[config.mk]
export PLATFORM = sky130hd
export DESIGN_NAME = logic_unit_pipe
export DESIGN_NICKNAME = d
export VERILOG_FILES = /design/src/rtl/logic_unit_pipe.sv
export SDC_FILE = /design/constraint.sdc
export NUM_CORES = 1
export LEC_CHECK = 0
export BUFFER_PORTS_ARGS = -buffer_cell sky130_fd_sc_hd__clkbuf_2
export CORE_MARGIN = 5
export CORE_UTILIZATION = 60
export CTS_BUF_LIST = sky130_fd_sc_hd__clkbuf_4
export DETAILED_ROUTE_END_ITERATION = 12
export HOLD_SLACK_MARGIN = 0.1
export PLACE_DENSITY = 0.88
export SETUP_SLACK_MARGIN = 0.15
export SLEW_MARGIN = 10
export SYNTH_ARGS = -nofsm -noshare
export SYNTH_HDL_FRONTEND = slang
export SYNTH_SLANG_ARGS = --single-unit
[constraint.sdc]
create_clock -name clk -period 5.21 [get_ports clk]
set_input_delay 0.2605 -clock clk [delete_from_list [all_inputs] [get_ports clk]]
set_output_delay 0.2605 -clock clk [all_outputs]
set_load 0.03 [all_outputs]
[src/rtl/logic_unit_pipe.sv]
// Pipelined bitwise logic unit: AND/OR/XOR/NAND on two WIDTH-bit operands,
// carried through STAGES bubble-collapsing register stages, with a saturating result counter.
module logic_unit_pipe #(
    parameter int WIDTH  = 8,
    parameter int STAGES = 2,
    parameter int CNT_W  = 16
) (
    input  logic             clk,
    input  logic             rst_n,
    input  logic             in_valid,
    output logic             in_ready,
    input  logic [WIDTH-1:0] a,
    input  logic [WIDTH-1:0] b,
    input  logic [1:0]       op,
    output logic             out_valid,
    input  logic             out_ready,
    output logic [WIDTH-1:0] result,
    output logic             zero,
    input  logic             cnt_clr,
    output logic [CNT_W-1:0] done_count
);

    // Handshake: a transfer happens on a rising edge where valid && ready are both 1.
    // valid never depends on ready; in_ready is combinational from out_ready (no skid buffer).

    localparam logic [1:0] OP_AND  = 2'b00;
    localparam logic [1:0] OP_OR   = 2'b01;
    localparam logic [1:0] OP_XOR  = 2'b10;
    localparam logic [1:0] OP_NAND = 2'b11;

    logic [WIDTH-1:0]  op_res;
    logic [STAGES-1:0] adv;
    logic [STAGES-1:0] valid_q;
    logic [STAGES-1:0] valid_d;
    logic [WIDTH-1:0]  data_q [STAGES];
    logic [WIDTH-1:0]  data_d [STAGES];
    logic [CNT_W-1:0]  cnt_q;
    logic [CNT_W-1:0]  cnt_d;
    logic              out_fire;

    always_comb begin
        op_res = '0;
        case (op)
            OP_AND:  op_res = a & b;
            OP_OR:   op_res = a | b;
            OP_XOR:  op_res = a ^ b;
            OP_NAND: op_res = ~(a & b);
            default: op_res = '0;
        endcase
    end

    // A stage may load if it is empty or its contents move on this edge.
    always_comb begin
        adv = '0;
        adv[STAGES-1] = !valid_q[STAGES-1] || out_ready;
        for (int k = STAGES - 2; k >= 0; k--) begin
            adv[k] = !valid_q[k] || adv[k+1];
        end
    end

    // Data only loads behind a valid token so bubbles never disturb result.
    always_comb begin
        valid_d = valid_q;
        data_d  = data_q;
        if (adv[0]) begin
            valid_d[0] = in_valid;
            if (in_valid) begin
                data_d[0] = op_res;
            end
        end
        for (int k = 1; k < STAGES; k++) begin
            if (adv[k]) begin
                valid_d[k] = valid_q[k-1];
                if (valid_q[k-1]) begin
                    data_d[k] = data_q[k-1];
                end
            end
        end
    end

    assign out_fire = valid_q[STAGES-1] && out_ready;

    always_comb begin
        cnt_d = cnt_q;
        if (cnt_clr) begin
            cnt_d = '0;
        end else if (out_fire && (cnt_q != {CNT_W{1'b1}})) begin
            cnt_d = cnt_q + CNT_W'(1);
        end
    end

    always_ff @(posedge clk or negedge rst_n) begin
        if (!rst_n) begin
            valid_q <= '0;
            cnt_q   <= '0;
            for (int k = 0; k < STAGES; k++) begin
                data_q[k] <= '0;
            end
        end else begin
            valid_q <= valid_d;
            cnt_q   <= cnt_d;
            for (int k = 0; k < STAGES; k++) begin
                data_q[k] <= data_d[k];
            end
        end
    end

    assign in_ready   = adv[0];
    assign out_valid  = valid_q[STAGES-1];
    assign result     = data_q[STAGES-1];
    assign zero       = valid_q[STAGES-1] && (data_q[STAGES-1] == '0);
    assign done_count = cnt_q;

endmodule

Yosys cells after proc, flatten, opt, wreduce, memory -nomap -nowiden:

Index checks and enable logic that the tools add are counted.

* logic and storage cells: 29
* input bits: 23
* output and inout port bits: 27
* register bits after elaboration: 34

* eq/ne operators: 4
* reduce and logical (&&, ||, !) cells: 12
* bitwise operators: 4
* muxes and demuxes: 3
* add/sub/neg operators: 1

Operators with widths (number)
* $mux 16: 2
* $pmux 8 s4: 1
* $add 16x1->16 const B: 1
* $ne 16x16->1 const B: 1
* $and 8x8->8: 1
* $logic_not 8->1: 1
* $not 8->8: 1
* $or 8x8->8: 1
* $xor 8x8->8: 1
* $eq 2x2->1 const B: 2
* $reduce_and 2->1: 2
* $logic_and 1x1->1: 3
* $eq 2x1->1 const B: 1
* $logic_not 1->1: 2
* $logic_not 2->1: 1
* $logic_or 1x1->1: 2
* $reduce_bool 2->1: 1

Longest topological paths before layout:

Gate-level depths: netlist of the first run.

* word-level depth: 4
* gate-level depth with buffers: 7
* depth with buffers taken out: 6

Worst setup path after synthesis of the first run:

OpenSTA, ideal clock, no wires.

* path type: register to register
* start point: register cnt_q[2] (netlist: done_count[2])
* end point: register cnt_q[15] (netlist: done_count[15])
* arrival: 1.902 ns
* library setup time: 0.125 ns
* path slack: 3.183 ns
* stages on the path, launching flop included: 6
* path buffers: 1
* clock period less this slack: 2.027 ns
* required time: 5.085 ns
* cell sequence: dfrtp_1 -> nand3_2 -> or4_1 -> buf_2 -> nor4b_2 -> mux2_2

* longest elaborated chain between the ends: 3
* elaborated cells on any way between the ends: 6
* those cells by class: add/sub (1); eq/ne (1); mux (2); reduce/logical (2)

Ends and longest elaborated chain
* start: declaration: RTL line 37 `logic [CNT_W-1:0] cnt_q;`
* start signal: assignment: RTL line 101 `cnt_q <= cnt_d;`
* $add 16x1->16 / $ne 16x16->1 (equally long branches): RTL line 88, 87
* $mux 16 / $logic_and 1x1->1 (equally long branches): RTL line 87 `end else if (out_fire && (cnt_q != {CNT_W{1'b1}})) begin`
* $mux 16 / $reduce_bool 2->1 (equally long branches)

Several ways; a longest one is shown, not always the timed one. The select of a mux whose other input is x is not followed.
A chain may end at the register's enable or synchronous reset.

Worst setup path after layout of the first run:

* start point: register valid_q[1]
* end point: register cnt_q[15] (netlist: done_count[15])

* longest elaborated chain between the ends: 3

Ends and longest elaborated chain
* start: declaration: RTL line 33 `logic [STAGES-1:0] valid_q;`
* start signal: assignment: RTL line 100 `valid_q <= valid_d;`
* $logic_and 1x1->1: RTL line 81 `assign out_fire = valid_q[STAGES-1] && out_ready;`
* $logic_and 1x1->1: RTL line 87
* $reduce_bool 2->1 (no source line)

No other way between the ends.

==> results by group, run 1 <==
STA
  • Fmax achieved: about 0.5 GHz
  • Final setup fails: 0
  • Slew headroom: between 40% and 50%
  • Least-Margin Pin Slew: just over 800 ps
  • Minimum clock period: 2060 ps
  • Fin. Hold Viols: 0
  • Slew Viols, Final: 0
  • RSZ-0062 raised after global routing: false
  • Setup Total Neg Slack: 0 ps
  • Tcrit/Tclk final: 39.5%
  • Clock skew: approximately 5.1 ps

Global routing
  • Vias in the first global route: approximately 1800
  • First-pass GRT wire length: between 7 and 8 mm
  • Overflow after GRT: 0
  • Initial antenna violation count: 0
  • GRT Total Usage: 19.2%
  • Largest net degree at the start of global routing: 35

Floorplanning
  • DIE WIDTH: between 70 and 80 um
  • I/O pin count: 50
  • Die ar.: 0.00492 mm^2
  • Chip height: ~70 um
  • Core ar.: between 0.003 and 0.004 mm^2
  • Initial Utilization: between 60 and 70%
  • Number of core rows: 21

Worst setup path
  • CP endpoint kind: flip-flop
  • Worst Setup Start Kind: flip-flop
  • Critical Path Slowest Stage Cell: or4_1
  • R2R Setup Slk: between 3000 and 4000 ps
  • Arrival @ worst endpoint: around 2300 ps
  • Worst r2r src: valid_q[1]
  • Crit-path max FO: 16
  • Critical path's largest stage delay: about 710 ps
  • CP cell instances: nand2_4 -> or4_1 -> nor4b_2 -> mux2_2
  • Worst EP required: 5440 ps
  • Crit Path Class: reg2reg
  • CP startpoint: valid_q[1]

Power
  • Sequential power share: between 50% and 60%
  • Combinational power share: between 20 and 30%
  • P_int: approximately 0.00040 W
  • Clk pwr share: between 20% and 30%
  • Leak: approximately 1.2 nW
  • NetSw: 0.000201 W
  • Pwr dens: 249 mW/mm^2
  • Switching Fraction: about a third
  • VDD IR max: around 0.094 mV

Cells and area
  • Most frequent cells in the layout: clkbuf_2, dfrtp_1, a21oi_1
  • N_diodes: 0
  • Most common cell after layout, fill and taps aside: clkbuf_2
  • Total Nets Final: about 310
  • Finished Layout Cells: ~320
  • Final instance area: 0.00240 mm^2
  • Synthesis-to-finish area growth: 10.7%
  • Share of post-route cells with drive strength above 1: 27.5%

Clock tree
  • Clk sink count: 34
  • Root buffer cell: clkbuf_4
  • Clk slew on worst S/H paths: about 100 ps
  • Clock Tree Buf Depth: 2
  • TritonCTS clock tree: done
  • Clock Latency Late Sink: 340 ps
  • TritonCTS buffer count: 5
  • Htree depth: 2

Drt
  • DRC Markers: 0
  • Vias post-DR: about 1800
  • Via density per instance: ~5.7
  • DR pass1 iterations: 4
  • Drt wl/cell: 13.6 um
  • Max layer used: met4
  • Total wire length: 4.35 mm
  • Wire length on met3: approximately 300 um
  • Antenna Violating Nets Remaining: 0
  • Starting DRT DRC Count: roughly 160
  • Met1 wire length: a little under 2 mm
  • Met2 wire len: ~2.0 mm

Outcome
  • Outcome: finished clean

Synth
  • Register area share after synthesis: 39.2%
  • Ys async rst share: 100%
  • FF+latch count, synth: 34
  • Synthesized Nets: around 280
  • Post-Synthesis Cells: approximately 240
  • Synth cell types: 33
  • Top_reg_cell synth: dfrtp_1
  • Mapped Area: 0.00217 mm^2
  • Synth warn: 0
  • EDFF count, synth: 0
  • Mean post-synth cell area: between 9 and 10 um^2

Placement
  • Gpl congestion: around 0.8
  • Placed cells: 311
  • Dpl cell area: roughly 0.0023 mm^2
  • IO buf count: around 50
  • Final HPWL DP: about 3.2 mm

Hold path
  • HP Class: in2reg
  • Hold_sp: in_valid

Job
  • Total of max-cap violations: 0
critical path, delay by kind of cell (launching register included):
| kind | cells | cell delay (ps) |
|---|---|---|
| mux | 1 | 360 |
| flops | 1 | 460 |
| simple gates | 3 | 1140 |
power groups by stage:
stage,logic (W),registers [W],clock network [W]
after floorplan,0.000130,0.000318,0
after global placement,0.000148,0.000319,0
after detailed placement,0.000153,0.000321,0
after CTS,0.000154,0.000315,0.000139
after global routing,0.000170,0.000320,0.000149
final,0.000152,0.000315,0.000132
cell families after synthesis:
kind of cell | Yosys count | synth area share (%)
AND/OR/NAND/NOR | 76 | 20.0
multiplexers | 13 | 6.62
AO/OA/AOI/OAI | 56 | 14.9
adder cells (fa/ha/maj) | 17 | 9.79
buffers and inverters | 39 | 9.50
flip-flops | 34 | 39.2
layout make-up:
| type | instances | area [um^2] |
|---|---|---|
| clock buffer | 5 | 37.5 |
| timing repair buffer | 51 | 263 |
| multi-input combinational | 162 | 1110 |
| fill | 271 | 1010 |
| inverter | 19 | 71.3 |
| clock inverter | 2 | 10.0 |
| tap | 46 | 57.6 |
| sequential | 34 | 851 |
repair_timing:
action                                  CTS  global route
hold buffers                              1             0
setup buffers                             0             0
endpoints found under the setup margin    0             0
gates resized for setup                   0             0
endpoints found under the hold margin    34             0
registers in the layout (all words and copies together) (netlist names):
name	cells
done_count	16
data_q	8
result	8
valid_q	2
final timing paths:
path | to | cells after the start
worst max register to register | done_count[15] | 4
min in group asynchronous | done_count[9] | 2
worst min register to register | data_q[10] | 2
max in group asynchronous | done_count[0] | 2
worst max-delay path | done_count[15] | 4
worst min-delay path | valid_q[0] | 2
cells in the mapped netlist, types with 2 or more instances:
cell | n | area [um^2]
clkbuf_1 | 7 | 26.3
mux2_2 | 11 | 124
mux2i_1 | 2 | 20.0
buf_4 | 8 | 60.1
nand2b_1 | 3 | 18.8
o31ai_1 | 9 | 67.6
nand4_1 | 5 | 31.3
nor2b_1 | 3 | 18.8
inv_1 | 19 | 71.3
nand2_1 | 15 | 56.3
ha_1 | 17 | 213
dfrtp_1 | 34 | 851
a21oi_1 | 27 | 135
nand3b_1 | 2 | 15.0
nor4_1 | 4 | 25.0
nor2_1 | 18 | 67.6
a211oi_1 | 8 | 60.1
or4_1 | 9 | 67.6
nand3_1 | 5 | 25.0
or3_1 | 4 | 25.0
buf_2 | 2 | 10.0
o21ai_0 | 12 | 60.1
through the flow:
step / util [%] / hold WS, ps / power [W] / worst slack [ps]
2_1_floorplan: - / -35.1 / 0.000447 / 3180
3_5_place_dp: 68.7 / 395 / 0.000474 / 3160
4_1_cts: 70.4 / 130 / 0.000608 / 3140
5_1_grt: 70.4 / 123 / 0.000639 / 3000
6_report: 70.4 / 138 / 0.000598 / 3150
3_3_place_gp: 68.7 / 388 / 0.000467 / 3240
per-layer routing:
layer  vias up  track usage [%]
met4         0             6.81
met5         -                0
li1        913                -
met3         6             4.45
met1       841             25.0
met2        69             31.4
Note: power is estimated with default switching activity, not from simulation.
==> inputs of run 2 (changes only) <==
--- a/config.mk
+++ b/config.mk
@@ -5,13 +5,14 @@
 export SDC_FILE = /design/constraint.sdc
 export NUM_CORES = 1
 export LEC_CHECK = 0
+export ABC_AREA = 1
 export BUFFER_PORTS_ARGS = -buffer_cell sky130_fd_sc_hd__clkbuf_2
 export CORE_MARGIN = 5
-export CORE_UTILIZATION = 60
+export CORE_UTILIZATION = 56
 export CTS_BUF_LIST = sky130_fd_sc_hd__clkbuf_4
 export DETAILED_ROUTE_END_ITERATION = 12
 export HOLD_SLACK_MARGIN = 0.1
-export PLACE_DENSITY = 0.88
+export PLACE_DENSITY = 0.82
 export SETUP_SLACK_MARGIN = 0.15
 export SLEW_MARGIN = 10
 export SYNTH_ARGS = -nofsm -noshare
==> constraint.sdc (replaced) <==
create_clock -name clk -period 2.1 [get_ports clk]
set_input_delay 0.105 -clock clk [delete_from_list [all_inputs] [get_ports clk]]
set_output_delay 0.105 -clock clk [all_outputs]
set_load 0.03 [all_outputs]
==> run 2 against run 1 <==
- first-iteration DRC count shrank 35%
- sequential share of layout area shrank 1.5 points
- cell count grew 20%
- fmax grew 20%
- count of clock-buffer cells in the layout is the same
- synthesized cell count grew 23%
- largest power group unchanged
==> results by group, run 2 <==
Outcome
  • Outcome: finished clean (unchanged)

Synth
  • Synth warn: 0 (unchanged)
  • Top_reg_cell synth: dfrtp_1 (unchanged)
  • Mapped Area: 0.00221 mm^2 (was 0.00217 mm^2)
  • Main combinational cell family by area after synthesis: simple AND/OR/NAND/NOR gates (unchanged)
  • Ys async rst share: 100% (unchanged)
  • Share of the synthesized area in the top cell type: 38.4% (was 39.2%)
  • Post-synthesis xor/xnor area fraction: 1.19% (was 0%)
  • Top cells by count, synth: nand2_1, inv_1, dfrtp_1, nor2_1, o21ai_0 (was dfrtp_1, a21oi_1, inv_1, nor2_1, ha_1)
  • Largest cells by area after synthesis: dfrtp_1, nand2_1, ha_1, inv_1, o21ai_0 (was dfrtp_1, ha_1, a21oi_1, mux2_2, inv_1)
  • Post-synthesis mux area share: 0% (was 6.62%)
  • Synthesized Nets: 330 (was 275)
  • Most area-hungry cell type in the Yosys netlist: dfrtp_1 (unchanged)
  • Synth Area in Compound Gates: 14.8% (was 14.9%)
  • Mean post-synth cell area: 7.63 um^2 (was 9.24 um^2)
  • Synth cell types: 26 (was 33)
  • EDFF count, synth: 0 (unchanged)
  • Post-synthesis adder-cell area fraction: 9.61% (was 9.79%)
  • FF+latch count, synth: 34 (unchanged)
  • Register area share after synthesis: 38.4% (was 39.2%)
  • Post-synthesis simple-gate area fraction: 24.9% (was 20.0%)
  • Post-Synthesis Cells: 290 (was 235)
  • Most common cell in the netlist: nand2_1 (was dfrtp_1)

Worst setup path
  • CP cell instances: ha_1 -> nand3_1 -> inv_2 -> nand2_4 -> nor2_4 -> nor2_4 -> nor2_4 -> nand2_1 -> nand2_1 (was nand2_4 -> or4_1 -> nor4b_2 -> mux2_2)
  • Crit-path max FO: 15 (was 16)
  • Stages on the worst setup path: 9 (was 4)
  • Critical path's most frequent cell: nor2_4
  • Worst r2r src: done_count[1] (was valid_q[1])
  • Worst EP required: 2330 ps (was 5440 ps)
  • CP delay by family, top: simple AND/OR/NAND/NOR gates (unchanged)
  • Reg2Reg Depth: 9 (was 4)
  • R2R Setup Slk: 390 ps (was 3150 ps)
  • Arrival @ worst endpoint: 1950 ps (was 2290 ps)
  • CP endpoint kind: flip-flop (unchanged)
  • CP bufs+invs: 1 (was 0)
  • Crit path to: done_count[7] (was done_count[15])
  • CP startpoint: done_count[1] (was valid_q[1])
  • Critical path's largest stage delay: 440 ps (was 710 ps)
  • R2r endpoint: done_count[7] (was done_count[15])
  • Crit Path Class: reg2reg (unchanged)
  • Worst Setup Start Kind: flip-flop (unchanged)
  • Critical Path Slowest Stage Cell: dfrtp_1 (was or4_1)

Cells and area
  • N_diodes: 0 (unchanged)
  • Synthesis-to-finish area growth: 13.3% (was 10.7%)
  • Max reg flops: 16 (unchanged)
  • Share of post-route cells with drive strength above 1: 19.1% (was 27.5%)
  • Most common cell after layout, fill and taps aside: nand2_1 (was clkbuf_2)
  • Total Nets Final: 375 (was 313)
  • Most frequent cells in the layout: nand2_1, clkbuf_2, inv_1 (was clkbuf_2, dfrtp_1, a21oi_1)

Global routing
  • Vias in the first global route: 1838 (was 1772)
  • Initial antenna violation count: 0 (unchanged)
  • First-pass GRT wire length: 8.18 mm (was 7.80 mm)
  • GRT Total Usage: 19.3% (was 19.2%)
  • Overflow after GRT: 0 (unchanged)
  • Largest net degree at the start of global routing: 35 (unchanged)

STA
  • Clock skew: 3.96 ps (was 5.10 ps)
  • Hold_ws: 233 ps (was 138 ps)
  • Tcrit/Tclk final: 81.5% (was 39.5%)
  • Minimum clock period: 1710 ps (was 2060 ps)
  • Slew Viols, Final: 0 (unchanged)
  • Fin. Hold Viols: 0 (unchanged)
  • Fmax achieved: 0.584 GHz (was 0.486 GHz)
  • Setup Total Neg Slack: 0 ps (unchanged)
  • RSZ-0062 raised after global routing: false (unchanged)
  • Least-Margin Pin Slew: 829 ps (was 815 ps)
  • Final setup fails: 0 (unchanged)
  • Slew headroom: 44.8% (was 45.6%)

Clock tree
  • Clk sink count: 34 (unchanged)
  • TritonCTS buffer count: 5 (unchanged)
  • Clk slew on worst S/H paths: 90 ps (was 100 ps)
  • Htree depth: 2 (unchanged)
  • Clock Tree Buf Depth: 2 (unchanged)
  • Clock Latency Late Sink: 340 ps (about the same)
  • Root buffer cell: clkbuf_4 (unchanged)
  • Post-CTS Setup Bufs: 0 (unchanged)
  • TritonCTS clock tree: done (unchanged)

Drt
  • Starting DRT DRC Count: 106 (was 162)
  • Total wire length: 4.87 mm (was 4.35 mm)
  • Antenna Violating Nets Remaining: 0 (unchanged)
  • DRC Markers: 0 (unchanged)
  • Via density per instance: 5.31 (was 5.73)
  • DR pass1 iterations: 4 (unchanged)
  • Drt wl/cell: 12.7 um (was 13.6 um)
  • Vias post-DR: 2034 (was 1829)

Power
  • Leak: 1.36 nW (was 1.15 nW)
  • Sequential power share: 49.8% (was 52.7%)
  • P_int: 0.00101 W (was 0.000397 W)
  • Pwr dens: 638 mW/mm^2 (was 249 mW/mm^2)
  • Combinational power share: 29.7% (was 25.3%)
  • VDD IR max: 0.312 mV (was 0.0936 mV)
  • Tot Pwr: 0.00160 W (was 0.000598 W)
  • Clk pwr share: 20.5% (was 22.0%)
  • NetSw: 0.000592 W (was 0.000201 W)
  • Switching Fraction: 37.0% (was 33.6%)

Floorplanning
  • Core ar.: 0.00374 mm^2 (was 0.00342 mm^2)
  • Initial Utilization: 59.1% (was 63.6%)
  • I/O pin count: 50 (unchanged)
  • Die ar.: 0.00531 mm^2 (was 0.00492 mm^2)
  • Number of core rows: 22 (was 21)
  • DIE WIDTH: 72.9 um (was 70.2 um)
  • Chip height: 72.9 um (was 70.2 um)

Job
  • Total of max-cap violations: 0 (unchanged)

Placement
  • IO buf count: 49 (unchanged)
  • Final HPWL DP: 3.68 mm (was 3.24 mm)
  • Gpl congestion: 0.869 (was 0.798)

Hold path
  • HP Class: in2reg (unchanged)
[run 2: cell type report]
type                    count  area (um^2)
inverters                  39          146
fillers                   343         1230
clock buffers               5         37.5
repair buffers             53          285
multi-input cells         202         1120
clock inverters             2         10.0
well taps                  48         60.1
flip-flops and latches     34          851
[run 2: stage by stage]
stage	cells	cell area [um^2]	setup WS, ps	utilization, %
2_1_floorplan	290	2210	393	-
3_3_place_gp	372	2420	495	64.7
3_5_place_dp	372	2420	400	64.7
4_1_cts	383	2510	385	67.0
5_1_grt	383	2510	225	67.0
6_report	383	2510	388	67.0
[run 2: what timing repair did]
action                    CTS  global route
resized for setup           0             0
hold endpoints to repair   37             0
hold buffers                4             0
[run 2: power groups by stage]
stage	Combinational [W]	Clock [W]	Sequential, W
after detailed placement	0.000470	0	0.000810
after floorplan	0.000386	0	0.000814
final	0.000475	0.000328	0.000797
after global placement	0.000457	0	0.000808
after global routing	0.000528	0.000360	0.000810
after CTS	0.000480	0.000337	0.000797
[run 2: kinds of logic (layout without fill, tap and decap cells)]
kind of cell             after synthesis  count (layout)
AO/OA/AOI/OAI                         57              57
AND/OR/NAND/NOR                      125             125
buffers and inverters                 54              99
XOR/XNOR                               3               3
adder cells (fa/ha/maj)               17              17
flip-flops                            34              34
[run 2: worst min-delay path: stages]
cell      delay, ps
clkbuf_2         90
ha_1            150
o21a_1          130
o22ai_1          60
[run 2: how the worst min path moves through the flow]
stage / slack (ps) / startpoint / cells past startpoint / endpoint
finish: 230 / b[1] / 4 / data_q[9]
global placement: 240 / rst_n / 1 / result[4]
CTS: 220 / b[6] / 4 / data_q[14]
detailed placement: 240 / rst_n / 1 / result[0]
global route: 230 / b[1] / 4 / data_q[9]
floorplan: -190 / rst_n / 0 / data_q[10]
[run 2: per-layer routing]
layer	GRT usage, %	part of all wire (%)
met1	26.8	47
met2	29.9	45
met5	0	0
met4	7.58	1.7
met3	3.58	6.8
==> inputs of run 3 (changes only) <==
==> constraint.sdc (replaced) <==
create_clock -name clk -period 1.8 [get_ports clk]
set_input_delay 0.09 -clock clk [delete_from_list [all_inputs] [get_ports clk]]
set_output_delay 0.09 -clock clk [all_outputs]
set_load 0.03 [all_outputs]
==> run 3 against run 2 <==
- clock skew up 1.4 ps
- via count increased by 2.6%
- cell count increased by 2.3%
- fmax is 10% higher
- wire length up 4.8%
- cell area is 3.9% higher
- worst hold slack got worse by 23 ps
- global-route usage increased by 1.5 points
- critical path type unchanged
==> results by group, run 3 (synthesized netlist as in run 2, its figures left out) <==
Placement
  • IO buf count: 49 (unchanged)
  • Gpl congestion: 0.860 (was 0.869)
  • Placed cells: 373 (was 372)
  • Final HPWL DP: 3.70 mm (was 3.68 mm)

Drt
  • Total wire length: 5.11 mm (was 4.87 mm)
  • Met1 wire length: 2.32 mm (was 2.27 mm)
  • Drt wl/cell: 13.0 um (was 12.7 um)
  • Vias post-DR: 2086 (was 2034)
  • Antenna Violating Nets Remaining: 0 (unchanged)
  • Max layer used: met4 (unchanged)
  • DRC Markers: 0 (unchanged)
  • DR pass1 iterations: 4 (unchanged)
  • Wire length on met3: 401 um (was 330 um)
  • Met2 wire len: 2.30 mm (was 2.19 mm)
  • Starting DRT DRC Count: 200 (was 106)
  • Via density per instance: 5.32 (was 5.31)

Power
  • Switching Fraction: 36.9% (was 37.0%)
  • VDD IR max: 0.287 mV (was 0.312 mV)
  • Pwr dens: 746 mW/mm^2 (was 638 mW/mm^2)
  • Clk pwr share: 21.3% (was 20.5%)
  • P_int: 0.00123 W (was 0.00101 W)
  • Tot Pwr: 0.00194 W (was 0.00160 W)
  • Leak: 1.40 nW (was 1.36 nW)
  • Sequential power share: 48.1% (was 49.8%)
  • NetSw: 0.000717 W (was 0.000592 W)
  • Combinational power share: 30.5% (was 29.7%)

Outcome
  • Outcome: finished clean (unchanged)

STA
  • RSZ-0062 raised after global routing: false (unchanged)
  • Minimum clock period: 1550 ps (was 1710 ps)
  • Slew Viols, Final: 0 (unchanged)
  • Clock skew: 5.36 ps (was 3.96 ps)
  • Least-Margin Pin Slew: 842 ps (was 829 ps)
  • Setup Total Neg Slack: 0 ps (unchanged)
  • Tcrit/Tclk final: 86.3% (was 81.5%)
  • Slew headroom: 43.9% (was 44.8%)
  • Final setup fails: 0 (unchanged)
  • Fin. Hold Viols: 0 (unchanged)
  • Fmax achieved: 0.643 GHz (was 0.584 GHz)

Global routing
  • GRT Total Usage: 20.9% (was 19.3%)
  • Initial antenna violation count: 0 (unchanged)
  • Overflow after GRT: 0 (unchanged)
  • Vias in the first global route: 1951 (was 1838)
  • Largest net degree at the start of global routing: 35 (unchanged)
  • First-pass GRT wire length: 8.85 mm (was 8.18 mm)

Hold path
  • HP Class: in2reg (unchanged)
  • Hold Path Depth: 4 (unchanged)
  • Hold_sp: b[0] (was b[1])
  • Hold worst-path end: data_q[8] (was data_q[9])

Cells and area
  • Max reg flops: 16 (unchanged)
  • Most common cell after layout, fill and taps aside: nand2_1 (unchanged)
  • Finished Layout Cells: 392 (was 383)
  • Total Nets Final: 383 (was 375)
  • N_diodes: 0 (unchanged)
  • Most frequent cells in the layout: nand2_1, clkbuf_2, inv_1 (unchanged)
  • Share of post-route cells with drive strength above 1: 22.4% (was 19.1%)
  • Synthesis-to-finish area growth: 17.8% (was 13.3%)
  • Fillcell total: 311 (was 343)

Clock tree
  • Htree depth: 2 (unchanged)
  • TritonCTS buffer count: 5 (unchanged)
  • Clock Latency Late Sink: 330 ps (was 340 ps)
  • Root buffer cell: clkbuf_4 (unchanged)
  • Clk slew on worst S/H paths: 100 ps (was 90 ps)
  • TritonCTS clock tree: done (unchanged)
  • Clk sink count: 34 (unchanged)
  • Clock Tree Buf Depth: 2 (unchanged)

Worst setup path
  • Critical path's most frequent cell: nor2_4 (unchanged)
  • R2R Setup Slk: 250 ps (was 390 ps)
  • Crit-path max FO: 7 (was 15)
  • Worst Setup Start Kind: flip-flop (unchanged)
  • Crit Path Class: reg2reg (unchanged)
  • Worst EP required: 2020 ps (was 2330 ps)
  • Arrival @ worst endpoint: 1780 ps (was 1950 ps)
  • Critical path's largest stage delay: 460 ps (was 440 ps)
  • Worst r2r src: done_count[0] (was done_count[1])
  • R2r endpoint: done_count[2] (was done_count[7])
  • Critical Path Slowest Stage Cell: dfrtp_1 (unchanged)
  • CP endpoint kind: flip-flop (unchanged)
  • Reg2Reg Depth: 10 (was 9)
  • CP cell instances: ha_4 -> nand3_2 -> inv_2 -> nand2_4 -> nor2_4 -> nor2_4 -> nor2_4 -> buf_4 -> nand2_1 -> nand2_1 (was ha_1 -> nand3_1 -> inv_2 -> nand2_4 -> nor2_4 -> nor2_4 -> nor2_4 -> nand2_1 -> nand2_1)

Floorplanning
  • Number of core rows: 22 (unchanged)
  • Initial Utilization: 59.1% (unchanged)
  • Core ar.: 0.00374 mm^2 (unchanged)
  • I/O pin count: 50 (unchanged)
  • Die ar.: 0.00531 mm^2 (unchanged)
  • Chip height: 72.9 um (unchanged)
  • DIE WIDTH: 72.9 um (unchanged)

Job
  • Total of max-cap violations: 0 (unchanged)
[run 3: worst max-delay path: cells and delay by family, from the launching register on]
| family | cells | cell delay (ps) |
|---|---|---|
| adders and majority gates | 1 | 200 |
| buffers and inverters | 2 | 220 |
| DFF | 1 | 460 |
| and+or+nand+nor | 7 | 570 |
[run 3: repair_timing]
item / CTS / global route
gates resized for setup: 0 / 6
buffers inserted: 4 / 3
hold endpoints to repair: 37 / 0
setup endpoints to repair: 13 / 16
hold buffers: 4 / 0
pin swaps: 2 / 2
[run 3: per-layer routing]
layer / up-vias / GRT usage (%)
met3: 11 / 3.72
met4: 0 / 7.99
met2: 82 / 31.4
li1: 1046 / -
met5: - / 0
met1: 947 / 29.9
[run 3: worst max-delay path by stage]
stage	end	depth (start not counted)	from	slack, ps
6_report	done_count[2]	10	done_count[0]	250
5_1_grt	done_count[4]	10	done_count[0]	140
4_1_cts	done_count[2]	10	done_count[0]	170
3_5_place_dp	done_count[8]	9	done_count[1]	190
3_3_place_gp	done_count[2]	9	done_count[1]	250
2_1_floorplan	done_count[13]	10	done_count[1]	160
[run 3: layout make-up]
cell class | count | area (um^2) | area share (%)
clock inverter | 2 | 8.76 | 0.336
multi-input combinational | 202 | 1140 | 43.9
inverter | 39 | 146 | 5.62
tap | 48 | 60.1 | 2.30
sequential | 34 | 852 | 32.7
timing repair buffer | 61 | 349 | 13.4
clock buffer | 6 | 45.0 | 1.73
[run 3: through the flow]
step | worst slack, ps | cell area, um^2 | hold slack [ps] | utilization (%)
after CTS | 174 | 2560 | 202 | 68.3
after floorplan | 157 | 2220 | -206 | -
after detailed placement | 188 | 2430 | 238 | 65.0
after global placement | 255 | 2430 | 222 | 65.0
after global routing | 139 | 2610 | 237 | 69.6
final | 246 | 2610 | 210 | 69.6
[run 3: power by group through the flow]
stage	registers (W)	logic [W]	clock network, W
2_1_floorplan	0.000953	0.000454	0
3_3_place_gp	0.000946	0.000540	0
3_5_place_dp	0.000950	0.000555	0
4_1_cts	0.000935	0.000579	0.000420
5_1_grt	0.000951	0.000658	0.000454
6_report	0.000936	0.000593	0.000415
